`src/rtl/aiv_sync_generator.sv`:
```
// AIV PAL timing master: dot enable, line/field strobes, sync level and blanking.
// All outputs are registered decodes of the phase/dot/line counters (1 clk latency).
module aiv_sync_generator #(
  parameter int unsigned CLK_DIV        = 6,
  parameter int unsigned H_TOTAL        = 864,
  parameter int unsigned H_SYNC_DOTS    = 64,
  parameter int unsigned FRAME_LINES    = 625,
  parameter int unsigned ACTIVE_H_START = 72,
  parameter int unsigned ACTIVE_H_DOTS  = 720,
  parameter int unsigned ACTIVE_V_START = 23,
  parameter int unsigned ACTIVE_V_LINES = 288
) (
  input  logic       clk,
  input  logic       rst_n,
  input  logic       run,
  output logic       dot_ce,
  output logic       hsync,
  output logic       vsync,
  output logic       odd_field,
  output logic       hsync_n,
  output logic       blank,
  output logic [9:0] field_line
);

  // Field 1 carries the extra (odd) line of the frame.
  localparam logic [2:0] PhaseLast  = 3'(CLK_DIV - 1);
  localparam logic [9:0] DotLast    = 10'(H_TOTAL - 1);
  localparam logic [9:0] LineLast   = 10'(FRAME_LINES - 1);
  localparam logic [9:0] F1Lines    = 10'((FRAME_LINES + 1) / 2);
  localparam logic [9:0] HSyncDots  = 10'(H_SYNC_DOTS);
  localparam logic [9:0] HActStart  = 10'(ACTIVE_H_START);
  localparam logic [9:0] HActEnd    = 10'(ACTIVE_H_START + ACTIVE_H_DOTS);
  localparam logic [9:0] VActStart  = 10'(ACTIVE_V_START);
  localparam logic [9:0] VActEnd    = 10'(ACTIVE_V_START + ACTIVE_V_LINES);

  logic [2:0] phase_q;
  logic [9:0] dot_q;
  logic [9:0] frame_line_q;

  logic [9:0] cur_field_line;
  logic       line_start;
  logic       field_start;
  logic       active;

  // Decode the current counter state; vsync sits on phase 1 so it never meets hsync.
  always_comb begin
    cur_field_line = (frame_line_q >= F1Lines) ? (frame_line_q - F1Lines) : frame_line_q;
    line_start     = (phase_q == 3'd0) && (dot_q == 10'd0);
    field_start    = (phase_q == 3'd1) && (dot_q == 10'd0) &&
                     ((frame_line_q == 10'd0) || (frame_line_q == F1Lines));
    active         = (dot_q >= HActStart) && (dot_q < HActEnd) &&
                     (cur_field_line >= VActStart) && (cur_field_line < VActEnd);
  end

  // Phase/dot/line counters; they freeze while run is low.
  always_ff @(posedge clk) begin
    if (!rst_n) begin
      phase_q      <= 3'd0;
      dot_q        <= 10'd0;
      frame_line_q <= 10'd0;
    end else if (run) begin
      if (phase_q == PhaseLast) begin
        phase_q <= 3'd0;
        if (dot_q == DotLast) begin
          dot_q        <= 10'd0;
          frame_line_q <= (frame_line_q == LineLast) ? 10'd0 : frame_line_q + 10'd1;
        end else begin
          dot_q <= dot_q + 10'd1;
        end
      end else begin
        phase_q <= phase_q + 3'd1;
      end
    end
  end

  // Registered outputs; strobes are suppressed and levels held while stalled.
  always_ff @(posedge clk) begin
    if (!rst_n) begin
      dot_ce     <= 1'b0;
      hsync      <= 1'b0;
      vsync      <= 1'b0;
      odd_field  <= 1'b0;
      hsync_n    <= 1'b1;
      blank      <= 1'b1;
      field_line <= 10'd0;
    end else if (run) begin
      dot_ce  <= (phase_q == 3'd0);
      hsync   <= line_start;
      vsync   <= field_start;
      hsync_n <= (dot_q >= HSyncDots);
      blank   <= !active;
      // field_line steps with hsync, odd_field with vsync.
      if (line_start) begin
        field_line <= cur_field_line;
      end
      if (field_start) begin
        odd_field <= (frame_line_q == 10'd0);
      end
    end else begin
      dot_ce <= 1'b0;
      hsync  <= 1'b0;
      vsync  <= 1'b0;
    end
  end

endmodule

```
`config.mk`:
```
export PLATFORM = sky130hd
export DESIGN_NAME = aiv_sync_generator
export DESIGN_NICKNAME = d
export VERILOG_FILES = /design/src/rtl/aiv_sync_generator.sv
export SDC_FILE = /design/constraint.sdc
export NUM_CORES = 1
export LEC_CHECK = 0
export ABC_AREA = 1
export CAP_MARGIN = 20
export CORE_MARGIN = 1.5
export CORE_UTILIZATION = 60
export CTS_BUF_LIST = sky130_fd_sc_hd__clkbuf_4 sky130_fd_sc_hd__clkbuf_8 sky130_fd_sc_hd__clkbuf_16
export CTS_CLUSTER_SIZE = 20
export DETAILED_ROUTE_END_ITERATION = 10
export GPL_TIMING_DRIVEN = 1
export PLACE_DENSITY = 0.82
export SLEW_MARGIN = 20
export SYNTH_ARGS = -nofsm -noshare
export SYNTH_HDL_FRONTEND = slang
export SYNTH_SLANG_ARGS = --single-unit
```
`constraint.sdc`:
```
create_clock -name clk -period 5.35 [get_ports clk]
set_input_delay 0.8025 -clock clk [delete_from_list [all_inputs] [get_ports clk]]
set_output_delay 0.8025 -clock clk [all_outputs]
set_load 0.01 [all_outputs]
```
# --- Yosys cells after proc, flatten, opt, wreduce, memory -nomap -nowiden ---
# Cells that the tools add are included.
totals:
  register_bits: 39
  latch_bits: 0
  ramBits: 0
  romBits: 0
  out_inout_bits: 16
  wordCells: 45
  memories: 0
classes:
  n_addsub: 4
  mul: 0
  n_div: 0
  magnitude_cmp: 6
  eq_ne: 5
  n_shift: 0
  muxes: 4
  bitwise_logic: 0
  n_reduce_logical: 16
ops:
  columns: ["operator", "count"]
  rows:
  - ["10-bit 2-to-1 mux", 3]
  - ["10-bit by 1-bit adder with 10-bit output, second input constant", 2]
  - ["10-bit == test, second input constant", 2]
  - ["10-bit by 7-bit >= comparator with 1-bit output, second input constant", 2]
  - ["10-bit zero test", 2]
  - ["10-bit by 9-bit == test with 1-bit output, second input constant", 1]
  - ["10-bit by 5-bit >= comparator with 1-bit output, second input constant", 1]
  - ["10-bit by 9-bit >= comparator with 1-bit output, second input constant", 1]
  - ["10-bit < comparator, second input constant", 1]
  - ["10-bit by 9-bit < comparator with 1-bit output, second input constant", 1]
  - ["10-bit by 9-bit subtractor with 10-bit output, second input constant", 1]
  - ["2-bit AND reduction", 4]
  - ["1-bit logical AND", 6]
  - ["3-bit by 1-bit adder with 3-bit output, second input constant", 1]
  - ["3-bit by 1-bit == test with 1-bit output, second input constant", 1]
  - ["3-bit == test, second input constant", 1]
  - ["3-bit zero test", 1]
  - ["3-bit 2-to-1 mux", 1]
  - ["3-bit AND reduction", 1]
  - ["1-bit zero test", 1]
  - ["1-bit logical OR", 1]

# --- Logic depth before layout (Yosys ltp) ---
# Gate-level depths: netlist (run 1).
logic_depth:
  ltp_word: 6
  depth_mapped: 17
  ltp_nobuf: 16

# --- Worst setup path before layout (run 1) ---
# OpenSTA, ideal clock, no wires.
synth_path:
  path_type: "input-to-reg"
  start: "input port run"
  end: "register frame_line_q[7]"
  setup_time_ps: 128
  t_arrival_ps: 1748
  slack_ps: 3474
  stages: 9
  path_buffers: 0
  path_cell_list: "nand2_2 nor3_4 inv_2 nor2_4 nand3_1 nor2_1 nand2_1 xor2_1 nor2_1"
synth_via:
  elab_chain_len: 1
synth_rtl:
  columns: ["element", "line", "text"]
  rows:
  - ["from (decl)", "15", "input logic run,"]
  - ["3-bit AND reduction (no line)", null, null]
  - ["to (signal assigned)", "66", "frame_line_q <= (frame_line_q == LineLast) ? 10'd0 : frame_line_q + 10'd1;"]
  - ["to (decl)", "38", "logic [9:0] frame_line_q;"]
# Every way passes these cells.
# A chain may end at the register's enable or synchronous reset.

# --- Worst setup path in the final report (run 1) ---
layout_path:
  start: "input port run"
  end: "register field_line[7]"
layout_via:
  elab_chain_len: 1
layout_rtl:
  columns: ["element", "line", "text"]
  rows:
  - ["2-bit AND reduction (no line)", null, null]
  - ["to (signal assigned)", "94", "field_line <= cur_field_line;"]
  - ["to (decl)", "22", "output logic [9:0] field_line"]
# Every way passes these cells.

==> results of run 1 <==
## synth_stat cells (all sizes together)
cell type   n  area [µm²]
nor3b       2        15.0
a31oi       2        12.5
clkbuf      3        11.3
a2111oi     1        10.0
xnor2       1        8.76
o32ai       1        8.76
a221oi      1        8.76
nand2      91         385
nor4        3        18.8
a211oi      3        22.5
o211ai      7        52.6
xor2        5        43.8
nor3       17         111
nand3      33         170
a31o        1        8.76
buf         3        15.0
o21ai      11        58.8
nor2       25         116
ha          5        62.6
a21oi      17        92.6
nand4       5        31.3
dfxtp      39         781
inv        49         184
## placed cells by master (no fill, tap or decap), drive strengths merged, types with 3 or more instances in the layout
cell type / n
inv: 50
o21ai: 11
a211oi: 3
clkdlybuf4s50: 18
nor3: 17
o211ai: 7
xor2: 5
nand2: 91
dfxtp: 39
clkbuf: 5
nor4: 3
nand4: 5
a21oi: 17
nor2: 25
ha: 5
nand3: 33
## flip-flops by register name (all words and copies together), names as in the netlist
signal and count:
dot_q 10, hsync 1, frame_line_q 10, dot_ce 1
blank 1, phase_q 3, odd_field 1, hsync_n 1
field_line 10, vsync 1
## area by class of cell
type / instances / area [µm²]
Clock buffer: 5 / 68.8
Sequential cell: 39 / 781
Timing Repair Buffer: 18 / 180
Inverter: 49 / 184
Clock inverter: 3 / 23.8
Fill cell: 283 / 903
Multi-Input combinational cell: 231 / 1240
Tap cell: 46 / 57.6
## critical path, cell delays in order
cell and delay, ns:
clkdlybuf4s50_1 0.58, inv_1 0.17, nor3_2 0.83, nand3_1 0.15, o211ai_1 0.14, inv_1 0.07
## how the worst min path moves through the flow
stage	start	endpoint	slack (ns)
after global placement	blank$_SDFFE_PN1P_	blank$_SDFFE_PN1P_	0.46
after global routing	odd_field$_SDFFE_PN0P_	odd_field$_SDFFE_PN0P_	0.50
final	odd_field$_SDFFE_PN0P_	odd_field$_SDFFE_PN0P_	0.47
after CTS	blank$_SDFFE_PN1P_	blank$_SDFFE_PN1P_	0.48
after detailed placement	blank$_SDFFE_PN1P_	blank$_SDFFE_PN1P_	0.45
after floorplan	dot_q[8]$_SDFFE_PN0P_	dot_q[8]$_SDFFE_PN0P_	0.46
## cell families (layout without fill, tap and decap cells)
family	Yosys count	after routing	share of synthesized area
and+or+nand+nor	176	176	0.380
buffers and inverters	55	75	0.0943
AOI/OAI and AO/OA	44	44	0.123
DFF	39	39	0.350
xor gates and xnor gates	6	6	0.0236
adders and majority gates	5	5	0.0281
## metal layers
layer	up-vias	track usage	routed length, µm
li1	1116	-	-
met1	951	0.307	2150
met2	44	0.444	2300
met3	10	0.0511	202
met4	0	0.103	115
met5	-	0	0
## through the flow
stage	setup WS, ns	hold WS, ns	instance area, µm²
detailed placement	2.51	0.454	2450
global route	2.60	0.500	2540
floorplan	3.47	0.456	2230
finish	2.81	0.468	2540
global placement	2.58	0.456	2450
CTS	2.82	0.475	2540
## power groups by stage
stage / combinational, µW / clock [µW] / sequential (µW)
global route: 57.2 / 220 / 308
CTS: 52.0 / 210 / 307
floorplan: 23.2 / 0 / 317
global placement: 50.4 / 0 / 313
finish: 51.4 / 204 / 306
detailed placement: 51.8 / 0 / 313
==> metrics.md, run 1 <==
| Metric | Value |
|---|---|
| Power per cell area | `221 mW/mm²` |
| Final core occ | `0.738` |
| Final Hold Viols | `0` |
| Mapped Nets | `333` |
| CTS tree | `done` |
| Seq cells post-synth | `39` |
| Hold Path Depth | `2` |
| First drt pass iteration count | `4` |
| Area delta synth->final | `13.9%` |
| Die height | `64.0 µm` |
| Cts hold-fix bufs | `0` |
| Internal Power | `418 µW` |
| Clk_lat worst skew | `0.30 ns` |
| DRC errors left | `0` |
| Largest net degree at the start of global routing | `21` |
| Total track usage | `0.256` |
| Launch point of the worst reg-to-reg path | `dot_q[0]$_SDFFE_PN0P_` |
| DP HPWL | `3680 µm` |
| WL/cell | `12.2 µm` |
| Setup CP Type | `in -> reg` |
| Max Cap Viol | `0` |
| H-tree levels | `2` |
| Register area share after synthesis | `0.350` |
| Comb pwr share | `0.092` |
| CP required | `5.55 ns` |
| CTS Buf Count | `5` |
| Final setup fails | `0` |
| DRT iter0 DRCs | `188` |
| Nets | `352` |
| Reg2reg setup slack | `3.12 ns` |
| Die ar. | `0.00409 mm²` |
| Placed insts | `383` |
| Worst-path clk slew | `0.08 ns` |
| Syn avg cell area | `6.86 µm²` |
| VDD IR max | `0.191 mV` |
| Clock buffer depth | `2` |
| IO Port Bufs | `18` |
| CTS root buf | `clkbuf_8` |
| I/O Pins | `19` |
| Final worst-path cycle share | `0.475` |
| Worst hold path type | `reg -> reg` |
| Clock Skews | `0.00667 ns` |
| Fin crit period | `2.54 ns` |
| Vias per std cell | `5.42` |
| Via Count | `2121` |
| Post-CTS sizing | `0` |
| Crit start category | `input pin` |
| Outcome | `finished clean` |
| Worst R2R End | `field_line[7]$_SDFFE_PN0P_` |
| Fin cells | `391` |
| Fmax | `393 MHz` |
| Post-CTS setup buffers | `0` |
| Placeable Area | `0.00344 mm²` |
| Global-route wire length before repair | `8250 µm` |
| DRT Wirelength | `4770 µm` |
| Vias in the first global route | `1883` |
| Worst Path Max Fanout | `20` |
| Core Rows | `21` |
| Die X | `64.0 µm` |
| RSZ-0062 raised after global routing | `false` |
| Mapped Cells | `325` |
| Seq pwr share | `0.546` |
| Fin Setup TNS | `0 ns` |
| Total chip power | `562 µW` |
| CP endpoint | `field_line[7]$_SDFFE_PN0P_` |
| GR Overflow Total | `0` |
| Crit path launch | `run` |
| Yosys cell types | `35` |
| Post-Synthesis Cell Area | `0.00223 mm²` |
| Ys Warns | `0` |
| Initial Util | `0.648` |
| Worst R2R Path Depth | `9` |
| CP Capture Type | `register` |
| Clock power frac | `0.363` |
| Max-slew headroom | `0.346` |
| Switching portion of total power | `0.255` |
| Initial antenna violation count | `0` |
| Critical path arrival | `2.74 ns` |
| NetSw | `143 µW` |
| Diode count | `0` |
| Leak pwr | `0.00115 µW` |
| Final Wtd Congestion | `0.897` |
| Final Slew Violations | `0` |
| CTS Sinks | `39` |
| Worst Max-Slew Pin Slew | `0.976 ns` |
| Detail Route Antenna Nets | `0` |
| Ratio of cells with drive above 1 in the final layout | `0.104` |
(Power assumes the default switching activity.)
==> run 2, diff against run 1 <==
--- a/config.mk
+++ b/config.mk
@@ -8,12 +8,12 @@
 export ABC_AREA = 1
 export CAP_MARGIN = 20
 export CORE_MARGIN = 1.5
-export CORE_UTILIZATION = 60
+export CORE_UTILIZATION = 57
 export CTS_BUF_LIST = sky130_fd_sc_hd__clkbuf_4 sky130_fd_sc_hd__clkbuf_8 sky130_fd_sc_hd__clkbuf_16
 export CTS_CLUSTER_SIZE = 20
 export DETAILED_ROUTE_END_ITERATION = 10
 export GPL_TIMING_DRIVEN = 1
-export PLACE_DENSITY = 0.82
+export PLACE_DENSITY = 0.79
 export SLEW_MARGIN = 20
 export SYNTH_ARGS = -nofsm -noshare
 export SYNTH_HDL_FRONTEND = slang
==> constraint.sdc (replaced) <==
create_clock -name clk -period 2.4 [get_ports clk]
set_input_delay 0.36 -clock clk [delete_from_list [all_inputs] [get_ports clk]]
set_output_delay 0.36 -clock clk [all_outputs]
set_load 0.01 [all_outputs]
==> run 2 against run 1 <==
Against the previous run: critical endpoint is now blank$_SDFFE_PN1P_; via count up 0.71%; combinational power up 140%; cell count grew 1.5%; cell area rose by 1.1%; clock skew barely moved.
==> metrics.md, run 2 (synthesis gave the netlist of run 1 again) <==
| Metric | Value |
|---|---|
| RSZ-0062 raised after global routing | `false` |
| Initial Util | `0.600` |
| Via Count | `2136` |
| Power per cell area | `487 mW/mm²` |
| Final Hold Viols | `0` |
| Worst hold path type | `reg -> reg` |
| Worst Path Max Fanout | `10` |
| H-tree levels | `2` |
| CTS Sinks | `39` |
| Final Slew Violations | `0` |
| Vias per std cell | `5.38` |
| Setup CP Type | `reg -> reg` |
| DP HPWL | `3780 µm` |
| Final setup fails | `0` |
| Fillers | `322` |
| GR Overflow Total | `0` |
| FF+latch area | `781 µm²` |
| CP required | `2.58 ns` |
| Largest net degree at the start of global routing | `21` |
| Commonest non-fill, non-tap cell in the layout | `nand2_1` |
| Placed insts | `389` |
| IO Port Bufs | `18` |
| Initial antenna violation count | `0` |
| Most frequent cells in the layout | `nand2_1 (83), inv_1 (44), dfxtp_1 (39)` |
| WL/cell | `12.5 µm` |
| Final Wtd Congestion | `0.911` |
| Outcome | `finished clean` |
| Fin crit period | `2.07 ns` |
| Cts hold-fix bufs | `0` |
| Core Rows | `22` |
| Largest registers | `dot_q (10), field_line (10), frame_line_q (10)` |
| Fin cells | `397` |
| DRC errors left | `0` |
| Fmax | `482 MHz` |
| Worst Max-Slew Pin Slew | `0.431 ns` |
| Post-CTS sizing | `0` |
| Multi-input logic area | `0.00124 mm²` |
| CTS root buf | `clkbuf_8` |
| CTS tree | `done` |
| First drt pass iteration count | `4` |
| CP Capture Type | `register` |
| Fin Setup TNS | `0 ns` |
| Total track usage | `0.254` |
| Final worst-path cycle share | `0.865` |
| Worst-path clk slew | `0.07 ns` |
| Nets | `356` |
| DRT Wirelength | `4970 µm` |
| Detail Route Antenna Nets | `0` |
| Clock buffer depth | `2` |
| Critical path arrival | `2.25 ns` |
| Placeable Area | `0.00372 mm²` |
| Diode count | `0` |
| Clock Skews | `0.00692 ns` |
| Global-route wire length before repair | `8450 µm` |
| Max Cap Viol | `0` |
| Crit start category | `register` |
| Leak pwr | `0.00118 µW` |
| Clk_lat worst skew | `0.29 ns` |
| DRT iter0 DRCs | `148` |
| Die X | `65.5 µm` |
| Area delta synth->final | `15.2%` |
| CTS Buf Count | `5` |
| Max-slew headroom | `0.711` |
| WHS | `0.452 ns` |
| I/O Pins | `19` |
| Die height | `65.5 µm` |
| VDD IR max | `0.369 mV` |
| Ratio of cells with drive above 1 in the final layout | `0.115` |
| Vias in the first global route | `1899` |
| Post-CTS setup buffers | `0` |
| Die ar. | `0.00430 mm²` |
[run 2: area by class of cell]
cell class / instances / share of cell area
multi-input cells: 231 / 0.484
flip-flops and latches: 39 / 0.304
repair buffers: 22 / 0.0819
inverters: 49 / 0.0716
clock buffers: 7 / 0.0327
well taps: 48 / 0.0234
clock inverters: 1 / 0.00195
[run 2: critical path: stages (launching register included)]
cell and delay [ns]:
dfxtp_1 0.42, inv_1 0.15, ha_1 0.29, a21oi_2 0.20
nand2_4 0.13, nand2_8 0.12, nand2_1 0.05, nand2_1 0.08
inv_1 0.07, nand3_1 0.06, nand2_1 0.06, a21oi_2 0.11
nand3_1 0.10, nand2_1 0.08, nand2_1 0.05
[run 2: per-layer routing]
| metal | track usage | wire [µm] | up-vias |
|---|---|---|---|
| li1 | - | - | 1112 |
| met1 | 0.328 | 2330 | 972 |
| met2 | 0.427 | 2410 | 50 |
| met3 | 0.0514 | 201 | 2 |
| met4 | 0.0755 | 25 | 0 |
| met5 | 0 | 0 | - |
[run 2: worst paths after layout]
| check | cells after the start | endpoint | start | slack, ns |
|---|---|---|---|---|
| hold / removal | 2 | odd_field$_SDFFE_PN0P_ | odd_field$_SDFFE_PN0P_ | 0.45 |
| setup reg to reg | 14 | blank$_SDFFE_PN1P_ | frame_line_q[0]$_SDFFE_PN0P_ | 0.33 |
| setup / recovery | 14 | blank$_SDFFE_PN1P_ | frame_line_q[0]$_SDFFE_PN0P_ | 0.33 |
| hold reg to reg | 2 | odd_field$_SDFFE_PN0P_ | odd_field$_SDFFE_PN0P_ | 0.45 |
[run 2: where the power goes]
part / internal [µW] / switching, µW
clock network: 227 / 219
registers: 670 / 13.2
logic: 59.0 / 62.1
total: 956 / 295
[run 2: per-stage QoR]
stage | utilization | instance area, µm² | setup WS (ns) | power [µW]
4_1_cts | 0.691 | 2570 | 0.314 | 1260
5_1_grt | 0.691 | 2570 | 0.0519 | 1300
3_5_place_dp | 0.667 | 2480 | 0.220 | 820
3_3_place_gp | 0.667 | 2480 | 0.296 | 817
2_1_floorplan | - | 2230 | 0.626 | 759
6_report | 0.691 | 2570 | 0.325 | 1250
==> run 3, diff against run 2 <==
--- a/config.mk
+++ b/config.mk
@@ -9,12 +9,11 @@
 export CAP_MARGIN = 20
 export CORE_MARGIN = 1.5
 export CORE_UTILIZATION = 57
-export CTS_BUF_LIST = sky130_fd_sc_hd__clkbuf_4 sky130_fd_sc_hd__clkbuf_8 sky130_fd_sc_hd__clkbuf_16
 export CTS_CLUSTER_SIZE = 20
 export DETAILED_ROUTE_END_ITERATION = 10
 export GPL_TIMING_DRIVEN = 1
 export PLACE_DENSITY = 0.79
-export SLEW_MARGIN = 20
+export SLEW_MARGIN = 10
 export SYNTH_ARGS = -nofsm -noshare
 export SYNTH_HDL_FRONTEND = slang
 export SYNTH_SLANG_ARGS = --single-unit
==> run 3 against run 2 <==
Against the previous run: critical path depth unchanged; clock skew increased by 0.0023 ns; power decreased by 1.8%; flip-flop and latch count unchanged; cell area decreased by 0.29%; global-route usage increased by 0.22 points; cell count unchanged; fmax decreased by 0.47%; utilization decreased by 0.20 points; clock power decreased by 5.2%; first-iteration DRC count increased by 26%; register-to-register slack about the same; critical path type unchanged; largest power group unchanged; highest routed layer unchanged.
==> metrics.md, run 3 (synthesis gave the netlist of run 1 again) <==
| Metric | Value |
|---|---|
| Post-CTS setup buffers | `0` |
| Worst R2R End | `blank$_SDFFE_PN1P_` |
| Total chip power | `1230 µW` |
| Final setup fails | `0` |
| Initial antenna violation count | `0` |
| Crit path launch | `frame_line_q[0]$_SDFFE_PN0P_` |
| Post-CTS sizing | `0` |
| Final instance area | `0.00256 mm²` |
| Fin cells | `397` |
| Placed insts | `389` |
| Worst hold path type | `reg -> reg` |
| IO Port Bufs | `18` |
| I/O Pins | `19` |
| First drt pass iteration count | `4` |
| Crit start category | `register` |
| Cts hold-fix bufs | `0` |
| Ratio of cells with drive above 1 in the final layout | `0.109` |
| Placeable Area | `0.00372 mm²` |
| Reg2reg setup slack | `0.32 ns` |
| WL/cell | `12.6 µm` |
| Outcome | `finished clean` |
| Worst Path Max Fanout | `10` |
| Max Cap Viol | `0` |
| Via Count | `2145` |
| CP most frequent cell | `nand2_1` |
| Largest net degree at the start of global routing | `21` |
| Most frequent cells in the layout | `nand2_1 (83), inv_1 (44), dfxtp_1 (39)` |
| Setup CP Type | `reg -> reg` |
| Die ar. | `0.00430 mm²` |
| H-tree levels | `2` |
| Vias in the first global route | `1892` |
| CP endpoint | `blank$_SDFFE_PN1P_` |
| Fmax | `480 MHz` |
| Setup WS pre-CTS | `0.220 ns` |
| Max-slew headroom | `0.710` |
| DRT iter0 DRCs | `186` |
| Area delta synth->final | `14.8%` |
| Launch point of the worst reg-to-reg path | `frame_line_q[0]$_SDFFE_PN0P_` |
| RSZ-0062 raised after global routing | `false` |
| Final Hold Viols | `0` |
| Worst path max stage delay | `0.42 ns` |
| Final worst-path cycle share | `0.869` |
| CTS Buf Count | `5` |
| Die X | `65.5 µm` |
| Detail Route Antenna Nets | `0` |
| Commonest non-fill, non-tap cell in the layout | `nand2_1` |
| Clock buffer depth | `2` |
| CP Capture Type | `register` |
| Global-route wire length before repair | `8470 µm` |
| Nets | `356` |
| Slowest cell on the critical path | `dfxtp_1` |
| Fillers | `319` |
| CP Cell Sequence | `inv_1, ha_1, a21oi_2, nand2_4, nand2_8, nand2_1, nand2_1, inv_1, nand3_1, nand2_1, a21oi_2, nand3_1, nand2_1, nand2_1` |
| Vias per std cell | `5.40` |
| Final Wtd Congestion | `0.911` |
| Dpl cell area | `0.00248 mm²` |
| Power per cell area | `479 mW/mm²` |
| Core Rows | `22` |
| Hold path start | `odd_field$_SDFFE_PN0P_` |
| Worst R2R Path Depth | `14` |
| DRT Wirelength | `4990 µm` |
| Total track usage | `0.256` |
| CP required | `2.58 ns` |
| CTS root buf | `clkbuf_8` |
| Leak pwr | `0.00118 µW` |
| Final Slew Violations | `0` |
| Critical path arrival | `2.26 ns` |
| Initial Util | `0.600` |
| FF+latch area | `781 µm²` |
| VDD IR max | `0.368 mV` |
| CP Depth | `14` |
| Worst-path clk slew | `0.07 ns` |
| Clk_lat worst skew | `0.29 ns` |
| Die height | `65.5 µm` |
| Critical path's top delay family | `simple AND/OR/NAND/NOR gates` |
| Diode count | `0` |
| Worst Max-Slew Pin Slew | `0.432 ns` |
| DRC errors left | `0` |
| Fin crit period | `2.08 ns` |
| Multi-input logic area | `0.00124 mm²` |
| Largest registers | `dot_q (10), field_line (10), frame_line_q (10)` |
| CP Buf/Inv Count | `2` |
| GR Overflow Total | `0` |
| Final WS setup | `0.315 ns` |
| Fin Setup TNS | `0 ns` |
| CTS tree | `done` |
| Clock Skews | `0.00923 ns` |
| CTS Sinks | `39` |
| DP HPWL | `3780 µm` |
[run 3: cell counts in the layout (fill, tap and decap cells not counted)]
Identical to the previous run, type by type.
[run 3: power breakdown]
part / total, µW / internal, µW / switching (µW)
sequential: 683 / 670 / 13.1
clock: 423 / 204 / 219
combinational: 121 / 59.0 / 62.2
[run 3: worst reg2reg max path, cell delays in order (launching register included)]
cell and delay (ns):
dfxtp_1 0.42, inv_1 0.15, ha_1 0.29, a21oi_2 0.20, nand2_4 0.13, nand2_8 0.13
nand2_1 0.05, nand2_1 0.08, inv_1 0.07, nand3_1 0.06, nand2_1 0.06, a21oi_2 0.11
nand3_1 0.10, nand2_1 0.08, nand2_1 0.05
[run 3: worst min-delay path by stage]
stage                                   to  slack [ns]  depth (start not counted)
global placement    odd_field$_SDFFE_PN0P_        0.44                          2
finish              odd_field$_SDFFE_PN0P_        0.45                          2
global route        odd_field$_SDFFE_PN0P_        0.47                          2
floorplan            dot_q[8]$_SDFFE_PN0P_        0.46                          1
detailed placement  odd_field$_SDFFE_PN0P_        0.44                          2
CTS                 odd_field$_SDFFE_PN0P_        0.45                          2
[run 3: metrics by stage]
step | util | hold WS [ns]
final | 0.689 | 0.453
after global routing | 0.689 | 0.470
after floorplan | - | 0.456
after detailed placement | 0.667 | 0.444
after global placement | 0.667 | 0.445
after CTS | 0.689 | 0.454
[run 3: metal layers]
metal  wire, µm  global-route usage  up-vias
li1           -                   -     1109
met5          0                   0        -
met3        199              0.0514        7
met2       2430               0.431       50
met1       2310               0.328      979
met4         53              0.0833        0
[run 3: cell type report]
cell class / instances / share of cell area
Tap cell: 48 / 0.0235
Clock buffer: 7 / 0.0298
Timing Repair Buffer: 22 / 0.0821
Inverter: 49 / 0.0718
Clock inverter: 1 / 0.00196
Sequential cell: 39 / 0.305
Multi-Input combinational cell: 231 / 0.486
